**src/rtl/cve2_wb_queue.sv**
```systemverilog
// cve2_wb_queue
// -----------------------------------------------------------------------------
// Multi-entry, in-order writeback queue. It sits between ID/EX and the register
// file and holds up to Depth issued instructions, so several loads and stores
// can be waiting for their LSU responses at the same time. Only the head entry
// retires, at most one per cycle, and the head drives the RF write port.
// Every queued entry is checked against the two ID operand addresses:
//
//   - a match on a LOAD always stalls;
//   - any other match forwards the queued result (CVE2_WBQ_FWD_EN defined) or
//     stalls (CVE2_WBQ_FWD_EN undefined, the default build).
//
// Parameters
//   Depth  number of queue entries (>= 1, any value). Depth=1 gives the
//          single-slot writeback timing.
//   CntW   derived width of the occupancy and speculative count outputs.
//
// Ports
//   clk_i, rst_ni                      clock, asynchronous active-low reset
//   en_wb_i, instr_type_wb_i, pc_id_i,
//   instr_is_compressed_id_i,
//   instr_perf_count_id_i,
//   rf_waddr_id_i, rf_wdata_id_i,
//   rf_we_id_i                         offered instruction (taken on en & ready)
//   rf_wdata_lsu_i, rf_we_lsu_i        load write data / enable
//   lsu_resp_valid_i, lsu_resp_err_i   LSU response, always for the head
//   rf_raddr_a_i, rf_raddr_b_i         ID operand addresses
//   ready_wb_o                         queue accepts an instruction this cycle
//   fwd_valid_*_o, fwd_data_*_o        forwarded operand data
//   stall_*_o                          operand hazard that cannot be forwarded
//   outstanding_load/store_wb_o        any queued LOAD / STORE
//   occupancy_o                        number of valid entries
//   pc_wb_o                            head PC, 0 when empty
//   rf_waddr/wdata/we_wb_o             register file write port
//   instr_done_wb_o                    head retires this cycle
//   perf_instr_ret_*                   retire and speculative retire counts
//
// Configuration macro: CVE2_WBQ_FWD_EN (enables operand forwarding).
// -----------------------------------------------------------------------------
module cve2_wb_queue #(
    parameter int unsigned  Depth = 2,
    localparam int unsigned CntW  = $clog2(Depth + 1)
) (
    input  logic            clk_i,
    input  logic            rst_ni,

    input  logic            en_wb_i,
    input  logic [1:0]      instr_type_wb_i,
    input  logic [31:0]     pc_id_i,
    input  logic            instr_is_compressed_id_i,
    input  logic            instr_perf_count_id_i,
    input  logic [4:0]      rf_waddr_id_i,
    input  logic [31:0]     rf_wdata_id_i,
    input  logic            rf_we_id_i,
    input  logic [31:0]     rf_wdata_lsu_i,
    input  logic            rf_we_lsu_i,
    input  logic            lsu_resp_valid_i,
    input  logic            lsu_resp_err_i,
    input  logic [4:0]      rf_raddr_a_i,
    input  logic [4:0]      rf_raddr_b_i,

    output logic            ready_wb_o,
    output logic            fwd_valid_a_o,
    output logic            fwd_valid_b_o,
    output logic [31:0]     fwd_data_a_o,
    output logic [31:0]     fwd_data_b_o,
    output logic            stall_a_o,
    output logic            stall_b_o,
    output logic            outstanding_load_wb_o,
    output logic            outstanding_store_wb_o,
    output logic [CntW-1:0] occupancy_o,
    output logic [31:0]     pc_wb_o,
    output logic [4:0]      rf_waddr_wb_o,
    output logic [31:0]     rf_wdata_wb_o,
    output logic            rf_we_wb_o,
    output logic            instr_done_wb_o,
    output logic            perf_instr_ret_wb_o,
    output logic            perf_instr_ret_compressed_wb_o,
    output logic [CntW-1:0] perf_instr_ret_wb_spec_o,
    output logic [CntW-1:0] perf_instr_ret_compressed_wb_spec_o
);

    typedef enum logic [1:0] {
        WB_INSTR_LOAD  = 2'b00,
        WB_INSTR_STORE = 2'b01,
        WB_INSTR_OTHER = 2'b10
    } wb_instr_type_e;

    // Pointer width is kept at least one bit so Depth=1 still elaborates.
    localparam int unsigned     PtrW    = (Depth > 1) ? $clog2(Depth) : 1;
    localparam logic [PtrW-1:0] PtrLast = PtrW'(Depth - 1);
    localparam logic [PtrW:0]   DepthW  = (PtrW + 1)'(Depth);
    localparam logic [CntW-1:0] CntFull = CntW'(Depth);

    // ------------------------------------------------------------------
    // Entry storage and queue state
    // ------------------------------------------------------------------
    logic [1:0]      type_reg  [Depth];
    logic            we_reg    [Depth];
    logic [4:0]      waddr_reg [Depth];
    logic [31:0]     wdata_reg [Depth];
    logic [31:0]     pc_reg    [Depth];
    logic            cmp_reg   [Depth];
    logic            cnt_reg   [Depth];

    logic [PtrW-1:0] head_reg, head_next;
    logic [PtrW-1:0] tail_reg, tail_next;
    logic [CntW-1:0] occ_reg,  occ_next;

    logic            head_valid;
    logic            head_other;
    logic            head_done;
    logic            push;
    logic            pop;

    assign head_valid = (occ_reg != '0);
    assign head_other = head_valid && (type_reg[head_reg] == WB_INSTR_OTHER);
    // A response while the head is OTHER is a protocol error; the OTHER entry
    // retires on its own anyway, so the response has no extra effect.
    assign head_done  = head_valid &&
                        ((type_reg[head_reg] == WB_INSTR_OTHER) || lsu_resp_valid_i);

    // Accepting while full is fine when the head leaves in the same cycle.
    assign ready_wb_o = (occ_reg < CntFull) || head_done;
    assign push       = en_wb_i && ready_wb_o;
    assign pop        = head_done;

    always_comb begin
        head_next = head_reg;
        tail_next = tail_reg;
        occ_next  = occ_reg + CntW'(push) - CntW'(pop);
        if (pop) begin
            head_next = (head_reg == PtrLast) ? '0 : head_reg + PtrW'(1);
        end
        if (push) begin
            tail_next = (tail_reg == PtrLast) ? '0 : tail_reg + PtrW'(1);
        end
    end

    always_ff @(posedge clk_i or negedge rst_ni) begin
        if (!rst_ni) begin
            head_reg <= '0;
            tail_reg <= '0;
            occ_reg  <= '0;
        end else begin
            head_reg <= head_next;
            tail_reg <= tail_next;
            occ_reg  <= occ_next;
        end
    end

    // Every field is cleared on reset so all head-derived outputs read 0.
    always_ff @(posedge clk_i or negedge rst_ni) begin
        if (!rst_ni) begin
            for (int i = 0; i < Depth; i++) begin
                type_reg[i]  <= '0;
                we_reg[i]    <= 1'b0;
                waddr_reg[i] <= '0;
                wdata_reg[i] <= '0;
                pc_reg[i]    <= '0;
                cmp_reg[i]   <= 1'b0;
                cnt_reg[i]   <= 1'b0;
            end
        end else if (push) begin
            type_reg[tail_reg]  <= instr_type_wb_i;
            we_reg[tail_reg]    <= rf_we_id_i;
            waddr_reg[tail_reg] <= rf_waddr_id_i;
            wdata_reg[tail_reg] <= rf_wdata_id_i;
            pc_reg[tail_reg]    <= pc_id_i;
            cmp_reg[tail_reg]   <= instr_is_compressed_id_i;
            cnt_reg[tail_reg]   <= instr_perf_count_id_i;
        end
    end

    // ------------------------------------------------------------------
    // Age-ordered view: age 0 is the head, age Depth-1 the youngest slot.
    // Slot index = (head + age) mod Depth, done with one conditional subtract
    // so Depth need not be a power of two.
    // ------------------------------------------------------------------
    logic [PtrW-1:0] age_idx [Depth];
    logic [Depth-1:0] age_vld;
    logic [Depth-1:0] age_load;
    logic [Depth-1:0] vld_store;
    logic [Depth-1:0] match_a;
    logic [Depth-1:0] match_b;
    logic [Depth-1:0] spec_cnt_vec;
    logic [Depth-1:0] spec_cmp_vec;

    genvar gi;
    generate
        for (gi = 0; gi < Depth; gi++) begin : g_age
            logic [PtrW:0] slot_sum;
            logic          writes_rf;

            assign slot_sum     = {1'b0, head_reg} + (PtrW + 1)'(gi);
            assign age_idx[gi]  = (slot_sum >= DepthW) ? PtrW'(slot_sum - DepthW)
                                                       : PtrW'(slot_sum);
            assign age_vld[gi]  = (CntW'(gi) < occ_reg);
            assign age_load[gi] = age_vld[gi] &&
                                  (type_reg[age_idx[gi]] == WB_INSTR_LOAD);
            assign vld_store[gi] = age_vld[gi] &&
                                   (type_reg[age_idx[gi]] == WB_INSTR_STORE);

            // Loads produce a register value later even though rf_we was 0
            // at issue, so they count as writers for hazard purposes.
            assign writes_rf    = we_reg[age_idx[gi]] || age_load[gi];
            assign match_a[gi]  = age_vld[gi] && writes_rf && (rf_raddr_a_i != 5'd0) &&
                                  (waddr_reg[age_idx[gi]] == rf_raddr_a_i);
            assign match_b[gi]  = age_vld[gi] && writes_rf && (rf_raddr_b_i != 5'd0) &&
                                  (waddr_reg[age_idx[gi]] == rf_raddr_b_i);

            assign spec_cnt_vec[gi] = age_vld[gi] && cnt_reg[age_idx[gi]];
            assign spec_cmp_vec[gi] = age_vld[gi] && cnt_reg[age_idx[gi]] &&
                                      cmp_reg[age_idx[gi]];
        end
    endgenerate

    // ------------------------------------------------------------------
    // Hazard resolution: scanning oldest to youngest and letting later hits
    // overwrite earlier ones leaves the youngest matching entry selected.
    // ------------------------------------------------------------------
    logic hit_a, hit_b;
`ifdef CVE2_WBQ_FWD_EN
    logic        hit_load_a, hit_load_b;
    logic [31:0] hit_data_a, hit_data_b;
`endif

    always_comb begin
        hit_a = 1'b0;
        hit_b = 1'b0;
`ifdef CVE2_WBQ_FWD_EN
        hit_load_a = 1'b0;
        hit_load_b = 1'b0;
        hit_data_a = '0;
        hit_data_b = '0;
`endif
        for (int k = 0; k < Depth; k++) begin
            if (match_a[k]) begin
                hit_a = 1'b1;
`ifdef CVE2_WBQ_FWD_EN
                hit_load_a = age_load[k];
                hit_data_a = wdata_reg[age_idx[k]];
`endif
            end
            if (match_b[k]) begin
                hit_b = 1'b1;
`ifdef CVE2_WBQ_FWD_EN
                hit_load_b = age_load[k];
                hit_data_b = wdata_reg[age_idx[k]];
`endif
            end
        end
    end

`ifdef CVE2_WBQ_FWD_EN
    assign stall_a_o     = hit_a && hit_load_a;
    assign stall_b_o     = hit_b && hit_load_b;
    assign fwd_valid_a_o = hit_a && !hit_load_a;
    assign fwd_valid_b_o = hit_b && !hit_load_b;
    assign fwd_data_a_o  = fwd_valid_a_o ? hit_data_a : 32'd0;
    assign fwd_data_b_o  = fwd_valid_b_o ? hit_data_b : 32'd0;
`else
    // Without forwarding the queued result only ever reaches the RF port,
    // so any match must wait for the entry to retire.
    assign stall_a_o     = hit_a;
    assign stall_b_o     = hit_b;
    assign fwd_valid_a_o = 1'b0;
    assign fwd_valid_b_o = 1'b0;
    assign fwd_data_a_o  = 32'd0;
    assign fwd_data_b_o  = 32'd0;
`endif

    // ------------------------------------------------------------------
    // Status and performance counts
    // ------------------------------------------------------------------
    logic [CntW-1:0] spec_cnt_sum;
    logic [CntW-1:0] spec_cmp_sum;

    always_comb begin
        spec_cnt_sum = '0;
        spec_cmp_sum = '0;
        for (int k = 0; k < Depth; k++) begin
            spec_cnt_sum = spec_cnt_sum + CntW'(spec_cnt_vec[k]);
            spec_cmp_sum = spec_cmp_sum + CntW'(spec_cmp_vec[k]);
        end
    end

    assign perf_instr_ret_wb_spec_o            = spec_cnt_sum;
    assign perf_instr_ret_compressed_wb_spec_o = spec_cmp_sum;

    assign outstanding_load_wb_o  = |age_load;
    assign outstanding_store_wb_o = |vld_store;
    assign occupancy_o            = occ_reg;

    // ------------------------------------------------------------------
    // Retire / register file port
    // ------------------------------------------------------------------
    assign instr_done_wb_o = head_done;
    assign pc_wb_o         = head_valid ? pc_reg[head_reg] : 32'd0;
    assign rf_waddr_wb_o   = waddr_reg[head_reg];
    assign rf_we_wb_o      = (head_other && we_reg[head_reg]) || rf_we_lsu_i;
    assign rf_wdata_wb_o   = rf_we_lsu_i ? rf_wdata_lsu_i : wdata_reg[head_reg];

    // An errored LSU response still retires the head but is not counted.
    assign perf_instr_ret_wb_o = head_done && cnt_reg[head_reg] &&
                                 !(lsu_resp_valid_i && lsu_resp_err_i);
    assign perf_instr_ret_compressed_wb_o = perf_instr_ret_wb_o && cmp_reg[head_reg];

`ifndef SYNTHESIS
    // The RF port has a single write; LSU and queued OTHER results must not collide.
    a_rf_single_source : assert property (@(posedge clk_i) disable iff (!rst_ni)
        !(rf_we_lsu_i && head_other && we_reg[head_reg]));

    // LSU responses always belong to a LOAD/STORE at the head.
    a_lsu_resp_for_head : assert property (@(posedge clk_i) disable iff (!rst_ni)
        lsu_resp_valid_i |-> (head_valid && !head_other));
`endif

endmodule

```
**config.mk**
```make
export PLATFORM = sky130hd
export DESIGN_NAME = cve2_wb_queue
export DESIGN_NICKNAME = d
export VERILOG_FILES = /design/src/rtl/cve2_wb_queue.sv
export SDC_FILE = /design/constraint.sdc
export NUM_CORES = 1
export LEC_CHECK = 0
export CELL_PAD_IN_SITES_DETAIL_PLACEMENT = 0
export CELL_PAD_IN_SITES_GLOBAL_PLACEMENT = 1
export CORE_MARGIN = 3
export CORE_UTILIZATION = 37
export DETAILED_ROUTE_END_ITERATION = 12
export PLACE_DENSITY = 0.84
export SETUP_SLACK_MARGIN = 0.4
export SYNTH_ARGS = -nofsm -noshare
export SYNTH_HDL_FRONTEND = slang
export SYNTH_SLANG_ARGS = --single-unit
```
**constraint.sdc**
```tcl
create_clock -name clk_i -period 2.33 [get_ports clk_i]
set_input_delay 0.466 -clock clk_i [delete_from_list [all_inputs] [get_ports clk_i]]
set_output_delay 0.466 -clock clk_i [all_outputs]
set_load 0.005 [all_outputs]
```
Word-level counts from Yosys, hierarchy flattened
Cells that the tools add are included.
{ "classes": {"reduce_logical": 40, "magnitude_cmp": 10, "bitwise": 4, "n_mux": 76, "addsub": 9, "n_eq_ne": 7} }
{ "op_table": {"columns": ["op", "n"], "rows": [
  ["$mux 32", 9],
  ["$bwmux 64", 2],
  ["$mux 5", 10],
  ["$mux 1", 36],
  ["$demux 32 s1", 1],
  ["$logic_and 1x1->1", 27],
  ["$eq 5x5->1", 4],
  ["$mux 2", 10],
  ["$bwmux 10", 1],
  ["$ge 2x2->1 const B", 5],
  ["$reduce_bool 5->1", 2],
  ["$not 1->2", 4],
  ["$bwmux 2", 3],
  ["$demux 5 s1", 1],
  ["$logic_or 1x1->1", 5],
  ["$add 1x1->2", 2],
  ["$bwmux 4", 1],
  ["$eq 2x1->1 const B", 2],
  ["$logic_not 2->1", 2],
  ["$lt 1x2->1 const A", 2],
  ["$reduce_or 2->1", 2],
  ["$add 1x1->1 const B", 2],
  ["$add 1x1->2 const B", 1],
  ["$add 2x1->2", 1],
  ["other kinds (10)", 11]
]} }
{ "word_totals": {"in_bits": 122, "reg_bits": 152, "wordCells": 163, "output_inout_bits": 150} }

Longest topological paths before layout
Gate-level depths: netlist (run 1).
{ "depth": {"word_depth": 14, "depth_mapped": 9, "ltp_nobuf": 8} }

Least setup slack after synthesis (run 1)
Ideal clock, no wire load.
{ "synth_timing": {"path_type": "flip-flop to output port", "start": "reg head_reg", "end": "out perf_instr_ret_compressed_wb_spec_o[0]", "slack_ns": 0.133, "arrival_time_ns": 1.731, "n_path_buf": 4, "stages_incl_launch_ff": 8, "required_time_ns": 1.864, "cell_sequence": "dfrtp_1 -> buf_4 -> buf_2 -> buf_2 -> buf_2 -> mux2i_1 -> nor3_1 -> ha_1"} }
{ "synth_via": {"elab_chain_cells": 10, "word_cells_on_any_way": 26, "cone_classes": "add/sub: 4; order compare: 2; mux: 14; bitwise: 2; reduce/logical: 4"} }
{ "synth_lines": {"columns": ["item", "line", "source"], "rows": [
  ["start: declaration", "106", "logic [PtrW-1:0] head_reg, head_next;"],
  ["start signal: assignment", "146", "head_reg <= head_next;"],
  ["$add 1x1->2", "195", "assign slot_sum = {1'b0, head_reg} + (PtrW + 1)'(gi);"],
  ["$ge 2x2->1 / $sub 1x1->1 (equally long branches)", "196", "assign age_idx[gi] = (slot_sum >= DepthW) ? PtrW'(slot_sum - DepthW)"],
  ["$mux 1", "196", null],
  ["$not 1->2 (implied by the code)", "213, 214", null],
  ["$mux 1 (implied by the code) (3 in a row)", "213", "assign spec_cmp_vec[gi] = age_vld[gi] && cnt_reg[age_idx[gi]] &&"],
  ["$logic_and 1x1->1 (2 in a row)", "213", null],
  ["$add 1x1->2 (*)", "284", "spec_cmp_sum = spec_cmp_sum + CntW'(spec_cmp_vec[k]);"],
  ["end: declaration", "80", "output logic [CntW-1:0] perf_instr_ret_compressed_wb_spec_o"]
]} }
Every way passes the cells marked *; elsewhere a longest branch is shown, timed or not. The select of a mux whose other input is x is not followed.

Worst setup path in the final report (run 1)
{ "layout_timing": {"start": "reg head_reg", "end": "out stall_b_o"} }
{ "layout_via": {"elab_chain_cells": 14, "word_cells_on_any_way": 43, "cone_classes": "add/sub: 3; order compare: 2; eq/ne: 2; mux: 22; bitwise: 2; reduce/logical: 12"} }
{ "layout_lines": {"columns": ["item", "line", "source"], "rows": [
  ["$add 1x1->2 (tied with other cells)", "195", null],
  ["$ge 2x2->1 (tied with other cells)", "196", null],
  ["$mux 1 / $not 1->2 (equally long branches)", null, null],
  ["$not 1->2 (implied by the code) / $mux 2 (equally long branches)", "200, 206, 210", null],
  ["$mux 2 (implied by the code) (2 in a row)", "200", "(type_reg[age_idx[gi]] == WB_INSTR_LOAD);"],
  ["$mux 2 (implied by the code) / $logic_not 2->1 (equally long branches)", "200", null],
  ["$logic_not 2->1 / $logic_and 1x1->1 (equally long branches)", "200, 199", null],
  ["$logic_and 1x1->1 / $logic_or 1x1->1 (equally long branches)", "199, 206", null],
  ["$logic_or 1x1->1 / $logic_and 1x1->1 (equally long branches)", "206, 209", null],
  ["$logic_and 1x1->1 (2 in a row)", "209", "assign match_b[gi] = age_vld[gi] && writes_rf && (rf_raddr_b_i != 5'd0) &&"],
  ["$logic_and 1x1->1 / $mux 1 (equally long branches)", "209, 245", null],
  ["$mux 1 (*)", "245", "if (match_b[k]) begin"],
  ["end: declaration", "68", "output logic stall_b_o,"]
]} }
Marked as above.

==> results of run 1 <==
-- through the flow --
step | util [%] | instance area (sq um) | hold WS, ns | setup WS [ns] | TNS, ns
2_1_floorplan | - | 8816 | 0.1704 | 0.4040 | 0
3_3_place_gp | 49.02 | 10900 | 0.4812 | -0.3571 | -3.737
3_5_place_dp | 49.02 | 10900 | 0.4886 | -0.3676 | -3.807
4_1_cts | 53.38 | 11870 | 0.03047 | -0.3299 | -16.68
5_1_grt | 54.34 | 12080 | 0.04120 | -0.4299 | -23.66
6_report | 54.34 | 12080 | 0.01722 | -0.3434 | -13.36
-- power breakdown --
part	leakage, nW	switching [mW]	internal, mW	total, mW
combinational	3.64	3.61	5.95	9.56
sequential	1.79	0.988	4.03	5.01
clock	0.290	1.09	1.74	2.83
-- final cells by class --
| class | instances | area, sq um |
|---|---|---|
| Timing Repair Buffer | 288 | 2913 |
| Sequential cell | 152 | 3807 |
| Clock inverter | 10 | 145.1 |
| Clock buffer | 21 | 460.4 |
| Inverter | 8 | 32.53 |
| Multi-Input combinational cell | 467 | 4370 |
| Fill cell | 1897 | 10150 |
| Tap cell | 280 | 350.3 |
-- per-layer routing --
metal | up-vias | global-route usage, %
met5 | - | 0
met4 | 0 | 3.441
met3 | 13 | 5.714
met2 | 174 | 26.87
met1 | 2847 | 22.58
li1 | 2699 | -
-- critical path, delay by kind of cell (launching register included) --
kind,cells,cell delay [ns]
compound gates,1,0.32
buf+inv,5,0.72
mux,1,0.11
xor+xnor,1,0.12
flops,1,0.52
-- cell families (layout without fill, tap and decap cells) --
kind of cell	after synthesis	in the layout	synth area share [%]
xor+xnor	24	24	2.461
mux	229	229	34.29
buf+inv	110	327	9.946
other cells	1	66	0.04390
fa+ha+maj	4	4	0.5859
flops	152	152	44.53
simple gates	100	100	5.083
compound gates	44	44	3.061
-- repair_timing --
item	in CTS	in global routing
gates cloned	6	1
endpoints found under the setup margin	233	235
setup buffers	15	7
resized for setup	260	55
pin swaps	34	21
-- cell usage in the layout, fill, tap and decap left out, drive strengths merged, types with 2 or more instances in the layout --
cell type | netlist | layout
clkbuf | 10 | 24
nor3 | 4 | 4
a21oi | 2 | 2
nand4 | 2 | 2
buf | 92 | 126
nor2 | 45 | 45
dlygate4sd2 | 0 | 7
xnor2 | 18 | 18
ha | 4 | 4
nand3 | 2 | 2
o21ai | 35 | 35
mux2 | 149 | 149
dfrtp | 152 | 152
clkinvlp | 0 | 2
bufinv | 0 | 3
nand2 | 34 | 34
clkdlybuf4s50 | 0 | 137
nor2b | 3 | 3
clkinv | 0 | 4
nor4 | 3 | 3
or4 | 2 | 2
xor2 | 6 | 6
dlymetal6s2s | 0 | 14
mux2i | 80 | 80
conb | 1 | 66
a21o | 2 | 2
inv | 8 | 9
-- how the worst max path moves through the flow --
stage                                                   to  slack [ns]  cells after the start
floorplan           perf_instr_ret_compressed_wb_spec_o[0]        0.40                      7
global placement                                 stall_b_o       -0.36                      7
detailed placement                               stall_a_o       -0.37                      7
CTS                                              stall_b_o       -0.33                      8
global route                                     stall_b_o       -0.43                      8
finish                                           stall_b_o       -0.34                      8
==> impl_metrics.tcl, run 1 <==
set metrics [dict create \
    vdd_drop_max_uv 708.7 \
    synth_area_sq_um 8542 \
    yosysSeqAreaShare_pct 44.53 \
    fin_nets 1060 \
    ant_nets 0 \
    dp_cells 1166 \
    fmax_ghz 0.3741 \
    setup_viol 130 \
    drv_cap 0 \
    n_antenna_cell 0 \
    initial_core_util_pct 38.43 \
    routed_wl_um 21270 \
    period_needed_ns 2.673 \
    clock_latency_ns 0.42 \
    slowest_delay_ns 0.52 \
    ys_ff_latch 152 \
    area_growth_pct 41.41 \
    synth_area_leaders "dfrtp_1, mux2_4, mux2i_1" \
    avgRoutedWirePerCell_um 17.35 \
    path_class "register to output port" \
    dieArea_sq_um 24950 \
    slowest_stage "dfrtp_4" \
    syn_inst 664 \
    startpoint_type "register" \
    hold_buffers 0 \
    rows 54 \
    synth_area_leader_cell "dfrtp_1" \
    wl_met1_um 9643 \
    routabilityCongestion 0.8013 \
    die_h_um 157.9 \
    grt_overflow_total 0 \
    yosys_warnings 0 \
    worstPathCellList "buf_12 -> buf_8 -> mux2i_1 -> buf_4 -> buf_6 -> xnor2_2 -> o41ai_2 -> buf_2" \
    grt_pass1_wl_um 33050 \
    synth-edff-count 0 \
    drt_iter0_drc 224 \
    clkTransAtPathRegs_ns 0.06 \
    power_mw 17.40 \
    synth_top_cell_area_share_pct 44.53 \
    status "finished with violations" \
    synth.distinct_cells 36 \
    io_buffers 205 \
    slew-limit-headroom_pct 62.06 \
    clockRootBuffer "clkbuf_16" \
    viasPerCell 4.676 \
    rrSetupSlack_ns -0.13 \
    hold_path.class "input port to asynchronous set/reset pin" \
    crit_path_end_kind "output port" \
    wl_met3_um 1617 \
    r2r_end "occupancy_o[1]" \
    layoutNonFillerInstCount 1226 \
    synthFlopType "dfrtp_1" \
    cts_tree "done" \
    ios 272 \
    rsz0062_at_grt "true" \
    clock_sinks 152 \
    final_max_slew_viol_count 0 \
    post-route-period-util_pct 114.7 \
    pwr_density_cell_nw_per_um2 1441 \
    p_leak_nw 5.720 \
    cp_max_fo 5 \
    vias 5733 \
    post-route-drc-count 0 \
    hold_viol_final 0 \
    violations "negative setup slack" \
    core-area_sq_um 22230 \
    layout-drive-gt1-share_pct 37.42 \
    die_w_um 157.9 \
    synthTopCellsByCount "dfrtp_1, mux2_4, mux2i_1" \
    finClkSkew_ns 0.007227 \
    required_ns 1.86 \
    dr.pass1.iters 4 \
    hpwlAfterDp_um 14310 \
    arrival_ns 2.21 \
    async_reset_ff_share_pct 100.0 \
    antenna_found_initial 0 \
    route.met2.wl_um 9860 \
    numCtsBuffers 17 \
    reg2reg_depth 11 \
    setup.worst_path.start "head_reg" \
    avgSynthCellArea_sq_um 12.86 \
    layout_setup_ws_ns -0.3434 \
    gr-usage-all-layers_pct 16.86 \
    htree_num_levels 4 \
    clockBufferDepth 2 \
    grt_start_max_net_pins 58 \
    grt_pass1_vias 6041 \
    timing.rr.start "head_reg" \
    topRoutingLayerUsed "met4" \
    worst_slew_pin_slew_ns 0.5691 \
    synth_most_common_cell "dfrtp_1" \
]
(Power assumes the default switching activity.)
==> inputs of run 2 (changes only) <==
--- a/config.mk
+++ b/config.mk
@@ -7,6 +7,7 @@
 export LEC_CHECK = 0
 export CELL_PAD_IN_SITES_DETAIL_PLACEMENT = 0
 export CELL_PAD_IN_SITES_GLOBAL_PLACEMENT = 1
+export CORE_ASPECT_RATIO = 0.8
 export CORE_MARGIN = 3
 export CORE_UTILIZATION = 37
 export DETAILED_ROUTE_END_ITERATION = 12
==> impl_metrics.tcl, run 2 (synthesis results as in run 1) <==
set metrics [dict create \
    final_cell_mix "dfrtp_1, mux2_4, clkdlybuf4s50_1" \
    n_antenna_cell 0 \
    core-area_sq_um 22560 \
    hold_viol_final 0 \
    layout_setup_ws_ns -0.3114 \
    clock_latency_ns 0.42 \
    ant_nets 0 \
    pwr_density_cell_nw_per_um2 1471 \
    area_growth_pct 53.89 \
    final_max_slew_viol_count 0 \
    rrSetupSlack_ns -0.17 \
    ios 272 \
    rsz0062_at_grt "true" \
    vdd_drop_max_uv 617.9 \
    dieArea_sq_um 24960 \
    clock_sinks 152 \
    initial_core_util_pct 37.86 \
    avgRoutedWirePerCell_um 19.31 \
    finClkSkew_ns 0.01142 \
    grt_pass1_vias 6356 \
    routabilityCongestion 0.8326 \
    place_area_sq_um 10910 \
    layoutNonFillerInstCount 1319 \
    rows 49 \
    path_class "register to output port" \
    numCtsBuffers 17 \
    swShare_pct 33.73 \
    hpwlAfterDp_um 14800 \
    layout-drive-gt1-share_pct 45.51 \
    antenna_found_initial 1 \
    period_needed_ns 2.641 \
    io_buffers 205 \
    drv_cap 0 \
    routed_wl_um 25470 \
    status "finished with violations" \
    grt_pass1_wl_um 37710 \
    dr.pass1.iters 4 \
    timing.rr.start "head_reg" \
    violations "negative setup slack" \
    seq_power_share_pct 26.5 \
    p_switching_mw 6.523 \
    clock_power_share_pct 14.2 \
    num-fill-cells 1850 \
    vias 6108 \
    hold_path.class "input port to asynchronous set/reset pin" \
    r2r_end "waddr_reg[6]" \
    p_leak_nw 6.154 \
    fin_nets 1126 \
    required_ns 1.86 \
    dp_cells 1189 \
    setup_viol 164 \
    layout_commonest_cell "dfrtp_1" \
    die_w_um 175.9 \
    grt_start_max_net_pins 70 \
    grt_overflow_total 0 \
    startpoint_type "register" \
    post-route-period-util_pct 113.4 \
    reg2reg_depth 12 \
    drt_iter0_drc 232 \
    htree_num_levels 4 \
    final_util_pct 58.26 \
    crit_path_end_kind "output port" \
    cts_tree "done" \
    viasPerCell 4.631 \
    internal_power_mw 12.81 \
    clkTransAtPathRegs_ns 0.07 \
    fin_area_sq_um 13150 \
    arrival_ns 2.18 \
    clockRootBuffer "clkbuf_16" \
    die_h_um 141.9 \
    clockBufferDepth 2 \
    post-route-drc-count 0 \
    fmax_ghz 0.3786 \
    gr-usage-all-layers_pct 19.57 \
    whs_ns 0.4594 \
    power_frac_comb_pct 59.3 \
    cp_max_fo 7 \
]
run 2: changes by cell type in the layout (fill, tap and decap cells not counted), moves of 14 or more:
| cell | delta |
|---|---|
| buf_6 | +30 |
| clkdlybuf4s50_1 | -17 |
| buf_16 | +18 |
| o21ai_0 | -14 |
| buf_2 | +27 |
run 2: routing by layer:
layer	track usage (%)	up-vias	part of all wire (%)
met5	0	-	0.051
met4	3.998	2	0.86
met3	5.778	16	6.5
met2	29.84	180	46
met1	27.88	3058	47
li1	-	2852	-
run 2: worst max-delay path by stage:
| stage | start | end | cells after the start |
|---|---|---|---|
| after global placement | rf_raddr_a_i[2] | stall_a_o | 7 |
| after detailed placement | rf_raddr_b_i[4] | stall_b_o | 7 |
| after floorplan | head_reg | perf_instr_ret_compressed_wb_spec_o[0] | 7 |
| after CTS | head_reg | stall_b_o | 8 |
| final | head_reg | perf_instr_ret_compressed_wb_spec_o[0] | 7 |
| after global routing | head_reg | stall_b_o | 8 |
run 2: per-stage QoR:
stage	power, mW	worst slack, ns	setup TNS [ns]
5_1_grt	20.36	-0.3980	-30.37
2_1_floorplan	10.06	0.4040	0
3_3_place_gp	13.30	-0.3472	-2.137
3_5_place_dp	13.45	-0.3481	-1.682
6_report	19.34	-0.3114	-18.34
4_1_cts	18.40	-0.3041	-9.897
run 2: final cells by class:
class                      count  area (sq um)  share of cell area, %
clock inverter                11         123.9                 0.9423
timing repair buffer         354          3836                  29.18
clock buffer                  21         450.4                  3.427
tap                          306         382.9                  2.913
sequential                   152          3810                  28.98
multi-input combinational    467          4509                  34.30
inverter                       8         32.53                 0.2475
run 2: repair_timing:
action | in CTS | in global routing
gates cloned | 21 | 6
hold buffers | 1 | 0
pin swaps | 17 | 17
gates resized for setup | 439 | 78
buffers inserted | 50 | 20
hold endpoints to repair | 17 | 0
setup endpoints to repair | 234 | 236
run 2: worst max-delay path: stages (launching register included):
cell and delay [ns]:
dfrtp_4 0.54, buf_4 0.16, buf_12 0.13, buf_6 0.12, mux2i_1 0.13, nor3_1 0.21, ha_2 0.30, buf_2 0.15
run 2: power by group through the flow:
| stage | Combinational [mW] | Sequential [mW] | Clock, mW |
|---|---|---|---|
| finish | 11.5 | 5.12 | 2.75 |
| CTS | 10.6 | 5.04 | 2.78 |
| global route | 12.1 | 5.30 | 2.91 |
| floorplan | 5.44 | 4.62 | 0 |
| global placement | 8.44 | 4.86 | 0 |
| detailed placement | 8.55 | 4.90 | 0 |
